## config.mk

```make
export PLATFORM = sky130hd
export DESIGN_NAME = seq_divide
export DESIGN_NICKNAME = d
export VERILOG_FILES = /design/src/rtl/seq_divide.sv
export SDC_FILE = /design/constraint.sdc
export NUM_CORES = 1
export LEC_CHECK = 0
export ABC_AREA = 1
export BUFFER_PORTS_ARGS = -buffer_cell sky130_fd_sc_hd__buf_4
export CAP_MARGIN = 40
export CORE_MARGIN = 5
export CORE_UTILIZATION = 45
export CTS_CLUSTER_DIAMETER = 60
export CTS_CLUSTER_SIZE = 28
export DETAILED_ROUTE_END_ITERATION = 8
export PLACE_DENSITY_LB_ADDON = 0.05
export RECOVER_POWER = 100
export SYNTH_ARGS = -nofsm -noshare
export SYNTH_HDL_FRONTEND = slang
export SYNTH_SLANG_ARGS = --single-unit
```

## constraint.sdc

```tcl
create_clock -name clk -period 2.1 [get_ports clk]
set_clock_uncertainty 0.05 [all_clocks]
set_input_delay 0.105 -clock clk [delete_from_list [all_inputs] [get_ports clk]]
set_output_delay 0.105 -clock clk [all_outputs]
set_load 0.02 [all_outputs]
```

## src/rtl/seq_divide.sv

```systemverilog
// Sequential restoring divider: one quotient bit per cycle, MSB first, ready/valid on both sides.
// Define SEQ_DIVIDE_SIGNED_EN for two's-complement operands (adds one sign fix-up cycle).
module seq_divide #(
    parameter int WIDTH = 8
) (
    input  logic             clk,
    input  logic             rst_n,
    input  logic             in_valid,
    output logic             in_ready,
    input  logic [WIDTH-1:0] dividend,
    input  logic [WIDTH-1:0] divisor,
    output logic             out_valid,
    input  logic             out_ready,
    output logic [WIDTH-1:0] quotient,
    output logic [WIDTH-1:0] remainder,
    output logic             div_by_zero
);
    localparam int CW = $clog2(WIDTH);

`ifdef SEQ_DIVIDE_SIGNED_EN
    typedef enum logic [1:0] {IDLE, BUSY, DONE, FIX} state_t;
`else
    typedef enum logic [1:0] {IDLE, BUSY, DONE} state_t;
`endif

    state_t           state, state_n;
    logic [WIDTH-1:0] acc, qr, dvs;
    logic [CW-1:0]    cnt;
    logic [WIDTH:0]   trial, diff;
    logic             ge, last, accept, dz;
    logic [WIDTH-1:0] acc_n, qr_n, dd_op, dv_op;

    assign in_ready  = (state == IDLE);
    assign out_valid = (state == DONE);
    assign accept    = in_valid && in_ready;
    assign dz        = (divisor == '0);
    assign last      = (cnt == CW'(WIDTH-1));

`ifdef SEQ_DIVIDE_SIGNED_EN
    logic dd_neg, dv_neg, qneg, rneg;
    assign dd_neg = dividend[WIDTH-1];
    assign dv_neg = divisor[WIDTH-1];
    assign dd_op  = dd_neg ? -dividend : dividend;
    assign dv_op  = dv_neg ? -divisor  : divisor;
`else
    assign dd_op = dividend;
    assign dv_op = divisor;
`endif

    // Trial remainder is WIDTH+1 bits; the borrow out of the subtract is the compare result.
    assign trial = {acc, qr[WIDTH-1]};
    assign diff  = trial - {1'b0, dvs};
    assign ge    = ~diff[WIDTH];
    assign acc_n = ge ? diff[WIDTH-1:0] : trial[WIDTH-1:0];
    assign qr_n  = {qr[WIDTH-2:0], ge};

    always_ff @(posedge clk or negedge rst_n) begin
        if (!rst_n) state <= IDLE;
        else        state <= state_n;
    end

    always_comb begin
        state_n = state;
        case (state)
            IDLE: if (accept) state_n = dz ? DONE : BUSY;
`ifdef SEQ_DIVIDE_SIGNED_EN
            BUSY: if (last) state_n = FIX;
            FIX:  state_n = DONE;
`else
            BUSY: if (last) state_n = DONE;
`endif
            DONE: if (out_ready) state_n = IDLE;
            default: state_n = IDLE;
        endcase
    end

    always_ff @(posedge clk or negedge rst_n) begin
        if (!rst_n) begin
            acc         <= '0;
            qr          <= '0;
            dvs         <= '0;
            cnt         <= '0;
            quotient    <= '0;
            remainder   <= '0;
            div_by_zero <= 1'b0;
`ifdef SEQ_DIVIDE_SIGNED_EN
            qneg        <= 1'b0;
            rneg        <= 1'b0;
`endif
        end else begin
            case (state)
                IDLE: if (accept) begin
                    dvs <= dv_op;
                    qr  <= dd_op;
                    acc <= '0;
                    cnt <= '0;
`ifdef SEQ_DIVIDE_SIGNED_EN
                    qneg <= dd_neg ^ dv_neg;
                    rneg <= dd_neg;
`endif
                    // Zero divisor skips the iterations; raw dividend is reported as remainder.
                    if (dz) begin
                        quotient    <= '1;
                        remainder   <= dividend;
                        div_by_zero <= 1'b1;
                    end
                end
                BUSY: begin
                    acc <= acc_n;
                    qr  <= qr_n;
                    cnt <= cnt + CW'(1);
`ifndef SEQ_DIVIDE_SIGNED_EN
                    if (last) begin
                        quotient    <= qr_n;
                        remainder   <= acc_n;
                        div_by_zero <= 1'b0;
                    end
`endif
                end
`ifdef SEQ_DIVIDE_SIGNED_EN
                FIX: begin
                    quotient    <= qneg ? -qr : qr;
                    remainder   <= rneg ? -acc : acc;
                    div_by_zero <= 1'b0;
                end
`endif
                default: ;
            endcase
        end
    end
endmodule

```

==> results.ini, run 1 <==
[setup_path]
worstPathRequired_ps = 2250
arrival_ps = 2150
cp_cell_sequence = inv_2 > ha_4 > inv_2 > fa_2 > nand2_2 > nand2_2 > nand3_4 > nand2_4 > nand2_4 > nand2_4 > nand3_2 > nand3_1 > nand2_1 > inv_1
cp-startpoint = qr[7]$_DFFE_PN0P_
worst-path-stages = 14
reg2reg_to = remainder[7]$_DFFE_PN0P_
endpoint = remainder[7]$_DFFE_PN0P_
reg2reg_slack_ps = 100
critical_path_class = reg -> reg
cpMaxStageDelayCell = dfrtp_1
cp_max_fo = 5
crit_buf_inv = 3
ff2ff_path_depth = 14
crit_path_start_kind = flop
reg2reg_from = qr[7]$_DFFE_PN0P_
crit_path_max_incr_delay_ps = 400
crit_top_cell = nand2_4
path_delay_family = simple AND/OR/NAND/NOR gates
endpoint_kind = flop

[floorplan]
initial_core_util = 0.463
top_level_ports = 39
num_rows = 27
die_h_um = 85.5
die_area_mm2 = 0.00731
die_x_um = 85.5
core_mm2 = 0.00554

[clock_network]
cts_buffers = 5
path_clk_slew_ps = 90
htreeDepth = 2
insertion_delay_ps = 290
cts_tree = built
cts_root_buf = clkbuf_8
clock_sinks = 46
clockBufferDepth = 2

[sta]
post-route-period-util = 0.952
min_period_ps = 2000
hold_viol = 0
worstMarginPinSlew_ps = 1180
clock.fmax_mhz = 500
timing.final.max_slew_violations = 0
max_slew_margin = 0.211
setup_viol = 0
setup_tns_ps = 0

[grt]
grt_overflow = 0
grt_pass1_wl_um = 10000
grt_max_degree = 47
antenna_found_initial = 0
grt_pass1_vias = 2137
grt.total_usage = 0.171

[placement]
port_buffers = 38
dp.cells = 433
gp_congestion = 0.811
hpwl_um = 4260

[yosys]
ys_ff_latch = 46
synthArstFlopShare = 1.00
syn_avg_cell_area_um2 = 7.80
synth_top_area_cell = dfrtp_1
syn_nets = 360
ys_seq_area_frac = 0.449
synth.most_common_cell = nand2_1
synthTopCellsByArea = dfrtp_1, nand2_1, inv_1
synth_commonest_cells = nand2_1, inv_1, dfrtp_1
netlist_instances = 329
synth.distinct_cells = 30
synth_enable_flop_cells = 0
synth_flop_cell = dfrtp_1
synth_top_area_frac = 0.449
ys.warnings.count = 0
syn_area_mm2 = 0.00257

[power_and_ir_drop]
ir_worst_vdd_mv = 0.908
p_leak_nw = 1.61
p_total_mw = 4.95
power_density_mw_per_mm2 = 1620

[cells_and_area]
final_util = 0.551
antenna_cells = 0
fillers = 576
instances_no_fill = 446
drive_gt1_frac = 0.171
area_growth_syn_to_layout_pct = 19.1
fin_nets = 404

[drt]
drc = 0
drt_iter0_drc = 119
first_pass_iters = 4
wire_per_inst_um = 13.5
wirelength_um = 6020
num_vias = 2164
viasPerCell = 4.85
antenna_left = 0

[status]
outcome = completed

[run]
maxCapViolCount = 0

[hold_path]
whs_path_depth = 3
holdCritPathClass = in -> reg

## kinds of logic after synthesis
logic type,Yosys count,synth area share
xor gates and xnor gates,3,0.0102
and+or+nand+nor,154,0.272
adders and majority gates,11,0.0566
DFF,46,0.449
AOI/OAI and AO/OA,42,0.0946
buffers and inverters,73,0.118
## worst register-to-register path: cells and delay by family, from the launching register on
family / cells / cell delay, ps
buffers and inverters: 3 / 150
adder cells (fa/ha/maj): 2 / 500
AND/OR/NAND/NOR: 9 / 800
flip-flops: 1 / 400
## placed cells by master, fill, tap and decap left out, types with 3 or more instances in the layout
master	Yosys	routed
inv_2	1	3
nand2_1	74	71
buf_4	0	20
a31oi_1	8	8
a21oi_1	4	3
nand2_4	4	8
clkbuf_1	2	21
ha_1	10	9
or2_2	4	4
nor2_1	23	24
nand3_2	1	11
clkbuf_8	0	5
inv_1	62	60
dfrtp_1	46	46
nand4_1	3	3
o21ai_0	23	23
nand3_1	38	27
nand2_2	2	3
or2_0	4	4
## sequential cells by signal, summed over array words and instances (netlist names)
register	cells
acc	8
quotient	8
div_by_zero	1
qr	8
remainder	8
cnt	3
dvs	8
state	2
## power by group
part | internal (mW) | switching, mW
Clock | 0.236 | 0.310
Combinational | 0.971 | 1.94
Sequential | 1.27 | 0.228
Total | 2.48 | 2.48
## area by class of cell
class                      count  area (um^2)  area share
multi-input combinational    212         1230       0.403
sequential                    46         1150       0.377
timing repair buffer          44          255      0.0835
inverter                      64          243      0.0794
tap                           72         90.1      0.0295
clock buffer                   6         72.6      0.0238
clock inverter                 2         13.8     0.00450
## stage by stage
stage                     area, um^2  setup WS [ps]  hold WS (ps)
after floorplan                 2570            229          -241
after global placement          2900           95.4           114
after detailed placement        2900           34.6           111
after CTS                       3010           10.3          33.2
after global routing            3060          -16.3          51.0
final                           3060           99.9          35.5
## repair_timing
action	CTS	global route
resized for setup	0	27
endpoints found under the setup margin	0	18
buffers inserted	0	1
hold buffers	2	0
hold endpoints to repair	47	0
## per-layer routing
layer,vias up,wire length [um],track usage
met4,0,92,0.0518
met5,-,0,0
met1,986,2860,0.237
met2,42,2860,0.270
met3,9,210,0.0355
li1,1127,-,-
## how the worst min path moves through the flow
stage               start            endpoint
2_1_floorplan       rst_n  acc[0]$_DFFE_PN0P_
3_3_place_gp        rst_n  dvs[6]$_DFFE_PN0P_
3_5_place_dp        rst_n  dvs[6]$_DFFE_PN0P_
4_1_cts        divisor[5]  dvs[5]$_DFFE_PN0P_
5_1_grt        divisor[2]  dvs[2]$_DFFE_PN0P_
6_report       divisor[5]  dvs[5]$_DFFE_PN0P_
Power figures use the tool's default switching activity.
==> run 2, diff against run 1 <==
--- a/config.mk
+++ b/config.mk
@@ -8,6 +8,7 @@
 export ABC_AREA = 1
 export BUFFER_PORTS_ARGS = -buffer_cell sky130_fd_sc_hd__buf_4
 export CAP_MARGIN = 40
+export CORE_ASPECT_RATIO = 0.75
 export CORE_MARGIN = 5
 export CORE_UTILIZATION = 45
 export CTS_CLUSTER_DIAMETER = 60
==> run 2 against run 1 <==
Total power rose by 7.8%. Clock power increased by 21%. Non-clock buffer count is the same. Cell area increased by 4.0%. Global-route usage is 0.43 points lower. Sequential cell count unchanged. Combinational power up 8.9%. Sequential power about the same. Utilization is 3.3 points higher. Register-to-register slack worse by 20 ps. Largest power group unchanged. Highest routed layer unchanged.
==> results.ini, run 2 (synthesized netlist as in run 1, its figures left out) <==
[setup_path]
cp_cell_sequence = inv_2 > ha_4 > inv_2 > fa_2 > nand2_2 > nand2_4 > nand3_4 > nand2_4 > nand2_4 > nand2_4 > nand3_1 > nand3_1 > nand2_1 > inv_1
critical_path_class = reg -> reg
crit_buf_inv = 3  ; unchanged
ff2ff_path_depth = 14  ; unchanged
crit_path_max_incr_delay_ps = 400  ; about the same
reg2reg_to = remainder[7]$_DFFE_PN0P_
crit_path_start_kind = flop
cp_max_fo = 4  ; -1
worstPathRequired_ps = 2250  ; about the same
arrival_ps = 2180  ; +30 ps
path_delay_family = simple AND/OR/NAND/NOR gates
reg2reg_slack_ps = 80  ; -20 ps
endpoint_kind = flop
cpMaxStageDelayCell = dfrtp_1
reg2reg_from = qr[7]$_DFFE_PN0P_
crit_top_cell = nand2_4

[sta]
post-route-period-util = 0.962  ; +0.00990
clock.fmax_mhz = 495  ; -1.0%
worstMarginPinSlew_ps = 1140  ; -39.8 ps
hold_viol = 0  ; unchanged
fin_ws_ps = 79.2  ; -20.8 ps
min_period_ps = 2020  ; +20.8 ps
max_slew_margin = 0.237  ; +0.0265
timing.final.max_slew_violations = 0  ; unchanged
setup_tns_ps = 0  ; unchanged
setup_viol = 0  ; unchanged

[clock_network]
insertion_delay_ps = 300  ; about the same
htreeDepth = 2  ; unchanged
cts_buffers = 5  ; unchanged
cts_root_buf = clkbuf_8
cts_tree = built
clockBufferDepth = 2  ; unchanged
clock_sinks = 46  ; unchanged
path_clk_slew_ps = 90  ; about the same

[grt]
grt_pass1_wl_um = 9690  ; -3.4%
grt_pass1_vias = 2026  ; -5.2%
grt_max_degree = 47  ; unchanged
grt.total_usage = 0.167  ; -0.00432
antenna_found_initial = 0  ; unchanged
grt_overflow = 0  ; unchanged

[drt]
viasPerCell = 4.87  ; +0.34%
met1_length_um = 3020  ; +5.8%
wirelength_um = 6030  ; +0.20%
drc = 0  ; unchanged
met2_length_um = 2630  ; -8.0%
drt_iter0_drc = 111  ; -6.7%
num_vias = 2186  ; +1.0%
routed-wl-met3_um = 289  ; +38%
first_pass_iters = 4  ; unchanged
wire_per_inst_um = 13.4  ; -0.47%
top_layer_used = met4
antenna_left = 0  ; unchanged

[placement]
gp_congestion = 0.788  ; -2.8%
port_buffers = 38  ; unchanged
place_area_mm2 = 0.00291  ; +0.13%
post-place-ws_ps = 53.2  ; +18.6 ps
hpwl_um = 4350  ; +2.2%

[cells_and_area]
final_common_cell = nand2_1
antenna_cells = 0  ; unchanged
multi_input_area_mm2 = 0.00132  ; +7.5%
finalInstanceArea_mm2 = 0.00318  ; +4.0%
fillers = 525  ; -8.9%
layout_common_cells = nand2_1, inv_1, dfrtp_1
area_growth_syn_to_layout_pct = 23.8
drive_gt1_frac = 0.184  ; +0.0134
seqCellArea_mm2 = 0.00115  ; unchanged
fin_nets = 404  ; unchanged

[hold_path]
holdCritPathClass = in -> reg
whs_endpoint = dvs[2]$_DFFE_PN0P_
whs_path_depth = 3  ; unchanged
worstHoldStart = divisor[2]

[status]
outcome = completed

[floorplan]
initial_core_util = 0.472  ; +0.00863
die_h_um = 75.4  ; -12%
top_level_ports = 39  ; unchanged
die_x_um = 97.2  ; +14%
core_mm2 = 0.00544  ; -1.8%
num_rows = 23  ; -15%
die_area_mm2 = 0.00733  ; +0.22%

[power_and_ir_drop]
ir_worst_vdd_mv = 0.624  ; -31%
power_density_mw_per_mm2 = 1680  ; +3.6%
p_leak_nw = 1.63  ; +1.4%
p_total_mw = 5.34  ; +7.8%

[run]
maxCapViolCount = 0  ; unchanged

-- run 2: metal layers --
metal  global-route usage  up-vias
met2                0.254       41
met5                    0        -
met1                0.240     1011
met3               0.0421        7
met4               0.0467        0
li1                     -     1127
-- run 2: stage by stage --
step | utilization | hold WS [ps] | std cells
global route | 0.584 | 32.8 | 449
detailed placement | 0.534 | 107 | 436
finish | 0.584 | 29.2 | 449
global placement | 0.534 | 107 | 436
CTS | 0.558 | 25.3 | 446
floorplan | - | -241 | 329
-- run 2: area by class of cell --
cell class | instances | area share
repair buffers | 44 | 0.0823
multi-input cells | 212 | 0.416
well taps | 75 | 0.0295
inverters | 64 | 0.0764
flip-flops and latches | 46 | 0.362
clock inverters | 1 | 0.00945
clock buffers | 7 | 0.0240
-- run 2: timing repair --
| item | 4_1_cts | 5_1_grt |
|---|---|---|
| setup endpoints to repair | 0 | 17 |
| resized for setup | 0 | 42 |
| hold buffers | 2 | 0 |
| setup buffers | 0 | 1 |
| hold endpoints to repair | 47 | 0 |
-- run 2: worst reg2reg max path, cell delays in order (launching register included) --
cell,delay [ps]
dfrtp_1,400
inv_2,80
ha_4,130
inv_2,40
fa_2,370
nand2_2,90
nand2_4,60
nand3_4,120
nand2_4,80
nand2_4,120
nand2_4,90
nand3_1,110
nand3_1,90
nand2_1,60
inv_1,30
-- run 2: worst max-delay path by stage --
stage,startpoint,endpoint,slack [ps],cells after the start
after floorplan,qr[7]$_DFFE_PN0P_,remainder[7]$_DFFE_PN0P_,230,14
after global placement,qr[7]$_DFFE_PN0P_,remainder[0]$_DFFE_PN0P_,110,14
after detailed placement,qr[7]$_DFFE_PN0P_,remainder[5]$_DFFE_PN0P_,50,14
after CTS,qr[7]$_DFFE_PN0P_,remainder[5]$_DFFE_PN0P_,40,14
after global routing,qr[7]$_DFFE_PN0P_,remainder[3]$_DFFE_PN0P_,-30,14
final,qr[7]$_DFFE_PN0P_,remainder[7]$_DFFE_PN0P_,80,14
-- run 2: power by group --
| group | total [mW] | internal (mW) | leakage (nW) | switching, mW |
|---|---|---|---|---|
| clock network | 0.663 | 0.357 | 0.0524 | 0.306 |
| logic | 3.17 | 1.05 | 1.03 | 2.12 |
| registers | 1.51 | 1.27 | 0.549 | 0.235 |
| total | 5.34 | 2.68 | 1.63 | 2.66 |
